==> src/rtl/prim_clock_sel_pkg.sv <==
// Shared types for the clock select sequencer: FSM state encoding and counter width.
package prim_clock_sel_pkg;

   localparam int unsigned SelCntW = 8;

   typedef enum logic [1:0] {
      IDLE   = 2'b00,
      GATE   = 2'b01,
      SETTLE = 2'b10,
      DONE   = 2'b11
   } sel_state_e;

endpackage

==> src/rtl/prim_clock_sel_ctrl.sv <==
// Glitch-free select sequencer: gate en_o, flip sel_o after GateCycles, re-enable after SettleCycles.
// Switch latency GateCycles+SettleCycles; same-select 1 cycle; req_i ignored while busy (ready_o low).
module prim_clock_sel_ctrl
   import prim_clock_sel_pkg::*;
#(
   parameter int unsigned GateCycles   = 4,
   parameter int unsigned SettleCycles = 4,
   parameter logic        ResetSel     = 1'b0
) (
   input  logic clk_i,
   input  logic rst_ni,
   input  logic req_i,
   input  logic sel_req_i,
   input  logic scanmode_i,
   output logic ready_o,
   output logic done_o,
   output logic en_o,
   output logic sel_o
);

   localparam logic [SelCntW-1:0] GateLoad   = SelCntW'(GateCycles - 1);
   localparam logic [SelCntW-1:0] SettleLoad = SelCntW'(SettleCycles - 1);

   if (GateCycles < 1 || GateCycles > 255) begin : g_bad_gate
      $error("GateCycles out of range 1..255");
   end
   if (SettleCycles < 1 || SettleCycles > 255) begin : g_bad_settle
      $error("SettleCycles out of range 1..255");
   end

   sel_state_e         state_q;
   logic [SelCntW-1:0] cnt_q;
   logic               tgt_q;
   logic               sel_q;
   logic               en_q;
   logic               done_q;

   assign ready_o = (state_q == IDLE) && !scanmode_i;
   assign en_o    = en_q | scanmode_i;
   assign sel_o   = sel_q;
   assign done_o  = done_q;

   always_ff @(posedge clk_i or negedge rst_ni) begin
      if (!rst_ni) begin
         state_q <= IDLE;
         cnt_q   <= '0;
         tgt_q   <= ResetSel;
         sel_q   <= ResetSel;
         en_q    <= 1'b1;
         done_q  <= 1'b0;
      end else if (scanmode_i) begin
         // Abort: select stays wherever the sequence left it, no completion pulse.
         state_q <= IDLE;
         cnt_q   <= '0;
         en_q    <= 1'b1;
         done_q  <= 1'b0;
      end else begin
         done_q <= 1'b0;
         case (state_q)
            IDLE: begin
               if (req_i) begin
                  if (sel_req_i != sel_q) begin
                     tgt_q   <= sel_req_i;
                     en_q    <= 1'b0;
                     cnt_q   <= GateLoad;
                     state_q <= GATE;
                  end else begin
                     state_q <= DONE;
                  end
               end
            end
            GATE: begin
               if (cnt_q == '0) begin
                  sel_q   <= tgt_q;
                  cnt_q   <= SettleLoad;
                  state_q <= SETTLE;
               end else begin
                  cnt_q <= cnt_q - SelCntW'(1);
               end
            end
            SETTLE: begin
               if (cnt_q == '0) begin
                  en_q    <= 1'b1;
                  done_q  <= 1'b1;
                  state_q <= IDLE;
               end else begin
                  cnt_q <= cnt_q - SelCntW'(1);
               end
            end
            DONE: begin
               done_q  <= 1'b1;
               state_q <= IDLE;
            end
            default: state_q <= IDLE;
         endcase
      end
   end

endmodule
==> config.mk <==
export PLATFORM = sky130hd
export DESIGN_NAME = prim_clock_sel_ctrl
export DESIGN_NICKNAME = d
export VERILOG_FILES = /design/src/rtl/prim_clock_sel_pkg.sv /design/src/rtl/prim_clock_sel_ctrl.sv
export SDC_FILE = /design/constraint.sdc
export NUM_CORES = 1
export LEC_CHECK = 0
export BUFFER_PORTS_ARGS = -buffer_cell sky130_fd_sc_hd__buf_2
export CAP_MARGIN = 10
export CORE_ASPECT_RATIO = 1.4
export CORE_MARGIN = 1
export CORE_UTILIZATION = 38
export DETAILED_ROUTE_END_ITERATION = 8
export PLACE_DENSITY_LB_ADDON = 0.15
export SYNTH_ARGS = -nofsm -noshare
export SYNTH_HDL_FRONTEND = slang
export SYNTH_SLANG_ARGS = --single-unit
export TNS_END_PERCENT = 20
==> constraint.sdc <==
create_clock -name clk_i -period 5.1 [get_ports clk_i]
set_input_delay 1.02 -clock clk_i [delete_from_list [all_inputs] [get_ports clk_i]]
set_output_delay 1.02 -clock clk_i [all_outputs]
set_load 0.05 [all_outputs]
==> impl_metrics.json, run 1 <==
{
  "status": "finished clean",
  "drc_errors": 0,
  "via_per_inst": 5.71,
  "power.switching_mw": 0.324,
  "clk_pin_slew_worst_paths_ps": 100,
  "dp_hpwl_um": 1620,
  "worstSetupEndpointType": "output pin",
  "die_y_um": 62.3,
  "timing.final.crit_share_pct": 54.4,
  "cts_buffers": 3,
  "htreeDepth": 1,
  "cts_hold_buffers": 0,
  "wl_met2_um": 1080,
  "synth-compound-area-share_pct": 22.8,
  "rows": 21,
  "cts_sinks": 14,
  "fin_ws_ps": 2320,
  "max_freq_mhz": 360,
  "synth_top_family_by_area": "simple AND/OR/NAND/NOR gates",
  "dp.cells": 146,
  "worstPathRequired_ps": 4080,
  "cp.arrival_ps": 1760,
  "hold_violations": 0,
  "synth_flop_cell": "dfrtp_1",
  "synth-seq-area-share_pct": 35.6,
  "routed_wl_um": 2170,
  "powerDensity_nw_per_um2": 621,
  "netlist_area_um2": 988,
  "ios": 9,
  "cts-root-buf": "clkbuf_4",
  "grt_overflow_total": 0,
  "tightest_slew_ps": 1010,
  "finalClockSkew_ps": 14.3,
  "rsz0062_at_grt": "no",
  "regArea_um2": 352,
  "synth-async-reset-ratio_pct": 100,
  "ant_nets": 0,
  "maxCapViolations": 0,
  "place_ws_ps": 2340,
  "pwr-share-seq_pct": 28.1,
  "io_buffers": 8,
  "switching_share_pct": 48.5,
  "yosys.area_share.simple_pct": 24.7,
  "drive_above_1_share_pct": 18.1,
  "die_w_um": 45.1,
  "antenna_found_initial": 0,
  "die_area_um2": 2810,
  "drt-pass1-iter-count": 4,
  "slew_viol_final": 0,
  "synth_cell_types": 40,
  "combPwrFrac_pct": 59.2,
  "post_cts_buffers": 0,
  "syn_inst": 108,
  "p_int_mw": 0.344,
  "synth-xor-area-share_pct": 1.77,
  "grt_max_degree": 15,
  "wl_met1_um": 1000,
  "finalSetupViolations": 0,
  "n_antenna_cell": 0,
  "synth_edf_count": 0,
  "yosys_warnings": 0,
  "worst-path-max-fanout": 14,
  "insertion_delay_ps": 300,
  "synthMuxAreaShare_pct": 2.15,
  "vias": 857,
  "multi_input_area_um2": 583,
  "grt_pass1_wl_um": 3630,
  "tns_ps": 0,
  "syn-num-nets": 119,
  "drt_iter0_markers": 37,
  "hp-class": "reg -> reg",
  "core_um2": 2420,
  "worstSetupPathType": "in -> out",
  "peakVddDrop_mv": 0.312,
  "p_clk_share_pct": 12.8,
  "final_cells": 150,
  "start_kind": "primary input",
  "start_util_pct": 40.9,
  "avgSynthCellArea_um2": 9.15,
  "nNetsFinal": 128,
  "fillers": 263,
  "clock_path_buffers": 2,
  "wl_met3_um": 45,
  "max-slew-margin-rel_pct": 32.5,
  "yosys.area_share.adder_pct": 7.59,
  "gp_congestion": 0.785,
  "p_leak_nw": 0.459,
  "ys_seq_elements": 14,
  "grt_usage_pct": 17.2,
  "post_drt_wl_per_cell_um": 14.5,
  "cts_resized": 0,
  "layout_min_cycle_time_ps": 2780,
  "dr.max_layer_used": "met4",
  "area.growth.synth_to_final_pct": 8.86,
  "grt_pass1_vias": 784,
  "cts_tree": "yes"
}
metal layers:
metal  vias up  GRT usage (%)
met5         -              0
met4         0           5.68
met3         5           1.74
met2        15           28.4
met1       414           22.5
li1        423              -
worst max-delay path, cell delays in order:
cell     delay [ps]
buf_2           180
nor2b_1         240
buf_2           310
synth_stat cells, types with 2 or more instances:
library cell  count  area, µm²
nand3_1           3       15.0
a31oi_1           6       37.5
or2_2             3       18.8
a21oi_1           5       25.0
inv_1             6       22.5
nand2b_1          3       18.8
o21ai_0           6       30.0
nor3b_1           2       15.0
nor3_1            5       25.0
nand2_1           4       15.0
dfrtp_1          13        325
buf_6             2       22.5
nor2_1            7       26.3
xor2_1            2       17.5
nor4_1            3       18.8
a41oi_1           3       26.3
o2bb2ai_1         2       17.5
ha_1              6       75.1
nand4_1           4       25.0
nor2b_1           3       18.8
flip-flops by register name, summed over array words and instances, names as in the netlist:
signal and count:
sel_o 1, en_q 1, state_q 2, done_o 1, tgt_q 1, cnt_q 8
per-stage QoR:
stage          instance area, µm²  hold WS [ps]  power, mW  utilization (%)
6_report                     1080           477      0.668             44.5
5_1_grt                      1080           508      0.726             44.5
4_1_cts                      1080           480      0.668             44.5
3_5_place_dp                 1040           464      0.582             43.0
3_3_place_gp                 1040           456      0.580             43.0
2_1_floorplan                 988           445      0.516                -
cell families (layout without fill, tap and decap cells):
| group | Yosys count | after routing |
|---|---|---|
| simple gates | 42 | 42 |
| xor+xnor | 2 | 2 |
| compound gates | 32 | 32 |
| buf+inv | 10 | 18 |
| flops | 14 | 14 |
| mux | 2 | 2 |
| fa+ha+maj | 6 | 6 |
placed cells by master, fill, tap and decap left out, drive strengths merged, types with 4 or more instances in the layout:
cell	count
a21oi	5
a31oi	6
buf	8
clkbuf	4
dfrtp	13
ha	6
inv	6
nand2	4
nand4	4
nor2	7
nor3	5
o21ai	6
layout make-up:
| class | count | share of cell area (%) |
|---|---|---|
| Timing Repair Buffer | 8 | 3.72 |
| Tap cell | 34 | 3.95 |
| Multi-Input combinational cell | 84 | 54.2 |
| Clock buffer | 4 | 3.37 |
| Inverter | 6 | 2.09 |
| Sequential cell | 14 | 32.7 |
power groups by stage:
stage / logic, mW / clock network (mW) / registers, mW
final: 0.395 / 0.0853 / 0.188
after global routing: 0.442 / 0.0906 / 0.194
after CTS: 0.396 / 0.0851 / 0.187
after detailed placement: 0.393 / 0 / 0.190
after global placement: 0.392 / 0 / 0.188
after floorplan: 0.318 / 0 / 0.198
path summary, 6_finish.rpt:
path,start,to,slack (ps),depth (start not counted)
setup / recovery,scanmode_i,ready_o,2320,3
hold / removal,en_q,en_q,480,2
setup reg to reg,cnt_q[0],sel_o,2750,6
hold reg to reg,en_q,en_q,480,2
max in group asynchronous,rst_ni,en_q,4210,1
min in group asynchronous,rst_ni,cnt_q[7],600,1
Power figures use the tool's default switching activity.
==> run 2, diff against run 1 <==
==> constraint.sdc (replaced) <==
create_clock -name clk_i -period 2.4 [get_ports clk_i]
set_input_delay 0.48 -clock clk_i [delete_from_list [all_inputs] [get_ports clk_i]]
set_output_delay 0.48 -clock clk_i [all_outputs]
set_load 0.05 [all_outputs]
==> run 2 against run 1 <==
Clock-buffer cell count unchanged. Design area up 2.8%. Non-clock buffer count up 4. Worst setup slack worse by 2100 ps. Flip-flop and latch count unchanged. Clock skew down 4.3 ps. First-iteration DRC count down 19%. Wire length down 1.8%. Largest cell class unchanged.
==> impl_metrics.json, run 2 (synthesis results as in run 1) <==
{
  "placed_area_um2": 1070,
  "antenna_found_initial": 0,
  "maxCapViolations": 0,
  "insertion_delay_ps": 290,
  "cts_resized": 0,
  "dp_hpwl_um": 1630,
  "die_y_um": 62.3,
  "worst-path-max-fanout": 10,
  "htreeDepth": 1,
  "routed_wl_um": 2130,
  "die_w_um": 45.1,
  "status": "finished clean",
  "clock_path_buffers": 2,
  "peakVddDrop_mv": 0.587,
  "final_cells": 154,
  "rsz0062_at_grt": "no",
  "fin_area_um2": 1110,
  "drt_iter0_markers": 30,
  "reg2reg_depth": 6,
  "cts_sinks": 14,
  "drc_errors": 0,
  "post_cts_buffers": 0,
  "regMostFlops": "cnt_q",
  "crit_path_start": "cnt_q[0]",
  "slew_viol_final": 0,
  "reg2reg_slack_ps": 200,
  "n_antenna_cell": 0,
  "regArea_um2": 352,
  "regToRegEndpoint": "sel_o",
  "final_cell_mix": "dfrtp_1 (13), buf_2 (8), nor2_1 (7)",
  "nNetsFinal": 132,
  "clk_pin_slew_worst_paths_ps": 90,
  "cts_buffers": 3,
  "area.growth.synth_to_final_pct": 11.9,
  "finalClockSkew_ps": 10.0,
  "tightest_slew_ps": 515,
  "ant_nets": 0,
  "start_util_pct": 40.9,
  "post_drt_wl_per_cell_um": 13.8,
  "vias": 863,
  "rows": 21,
  "cts_tree": "yes",
  "dp.cells": 150,
  "rr_startpoint": "cnt_q[0]",
  "worstPathRequired_ps": 2580,
  "final_util_pct": 45.8,
  "drt-pass1-iter-count": 4,
  "layout_min_cycle_time_ps": 2200,
  "whs_ps": 64.6,
  "grt_overflow_total": 0,
  "final_common_cell": "dfrtp_1",
  "grt_pass1_wl_um": 3750,
  "core_um2": 2420,
  "fillers": 249,
  "hold_violations": 0,
  "die_area_um2": 2810,
  "start_kind": "flip-flop",
  "io_buffers": 8,
  "hp-class": "in -> async",
  "fin_ws_ps": 197,
  "tns_ps": 0,
  "grt_max_degree": 15,
  "p_leak_nw": 0.478,
  "power_mw": 1.47,
  "via_per_inst": 5.60,
  "max_freq_mhz": 454,
  "worstSetupPathType": "reg -> reg",
  "timing.final.crit_share_pct": 91.8,
  "ios": 9,
  "cp.arrival_ps": 2390,
  "drive_above_1_share_pct": 20.8,
  "grt_pass1_vias": 865,
  "multi_input_area_um2": 583,
  "worstSetupEndpointType": "flip-flop",
  "cts_hold_buffers": 0,
  "powerDensity_nw_per_um2": 1330,
  "cts-root-buf": "clkbuf_4",
  "grt_usage_pct": 17.6,
  "largest_reg_flops": 8,
  "finalSetupViolations": 0,
  "gp_congestion": 0.801,
  "place_ws_ps": 179,
  "max-slew-margin-rel_pct": 65.4,
  "reg_top3": "cnt_q (8), state_q (2)"
}
## run 2: cell count changes in the layout (fill, tap and decap cells not counted), sizes merged
cell  previous run  this run
buf              8        12
## run 2: worst max path at each step
stage | to | cells past startpoint
3_3_place_gp | sel_o | 6
2_1_floorplan | sel_o | 8
6_report | sel_o | 6
4_1_cts | ready_o | 4
3_5_place_dp | sel_o | 6
5_1_grt | ready_o | 4
## run 2: worst max-delay path, stage by stage, from the launching register on
cell	delay, ps
dfrtp_1	390
inv_1	120
ha_1	210
or3b_1	380
or3_4	460
nor3b_2	210
mux2_2	340
## run 2: cell type report
| cell class | instances | share of cell area (%) |
|---|---|---|
| repair buffers | 12 | 6.33 |
| multi-input cells | 84 | 52.7 |
| clock buffers | 4 | 3.28 |
| well taps | 34 | 3.85 |
| inverters | 6 | 2.04 |
| flip-flops and latches | 14 | 31.8 |
## run 2: layer usage
metal	share of wire [%]	global-route usage, %	vias up
li1	-	-	432
met1	43	22.6	407
met2	51	27.2	17
met3	2.5	3.49	7
met4	3.0	8.71	0
met5	0	0	-
## run 2: report_power, final
group	internal [mW]	switching [mW]	total, mW
Sequential	0.318	0.0773	0.396
Combinational	0.367	0.529	0.896
Clock	0.0924	0.0822	0.175
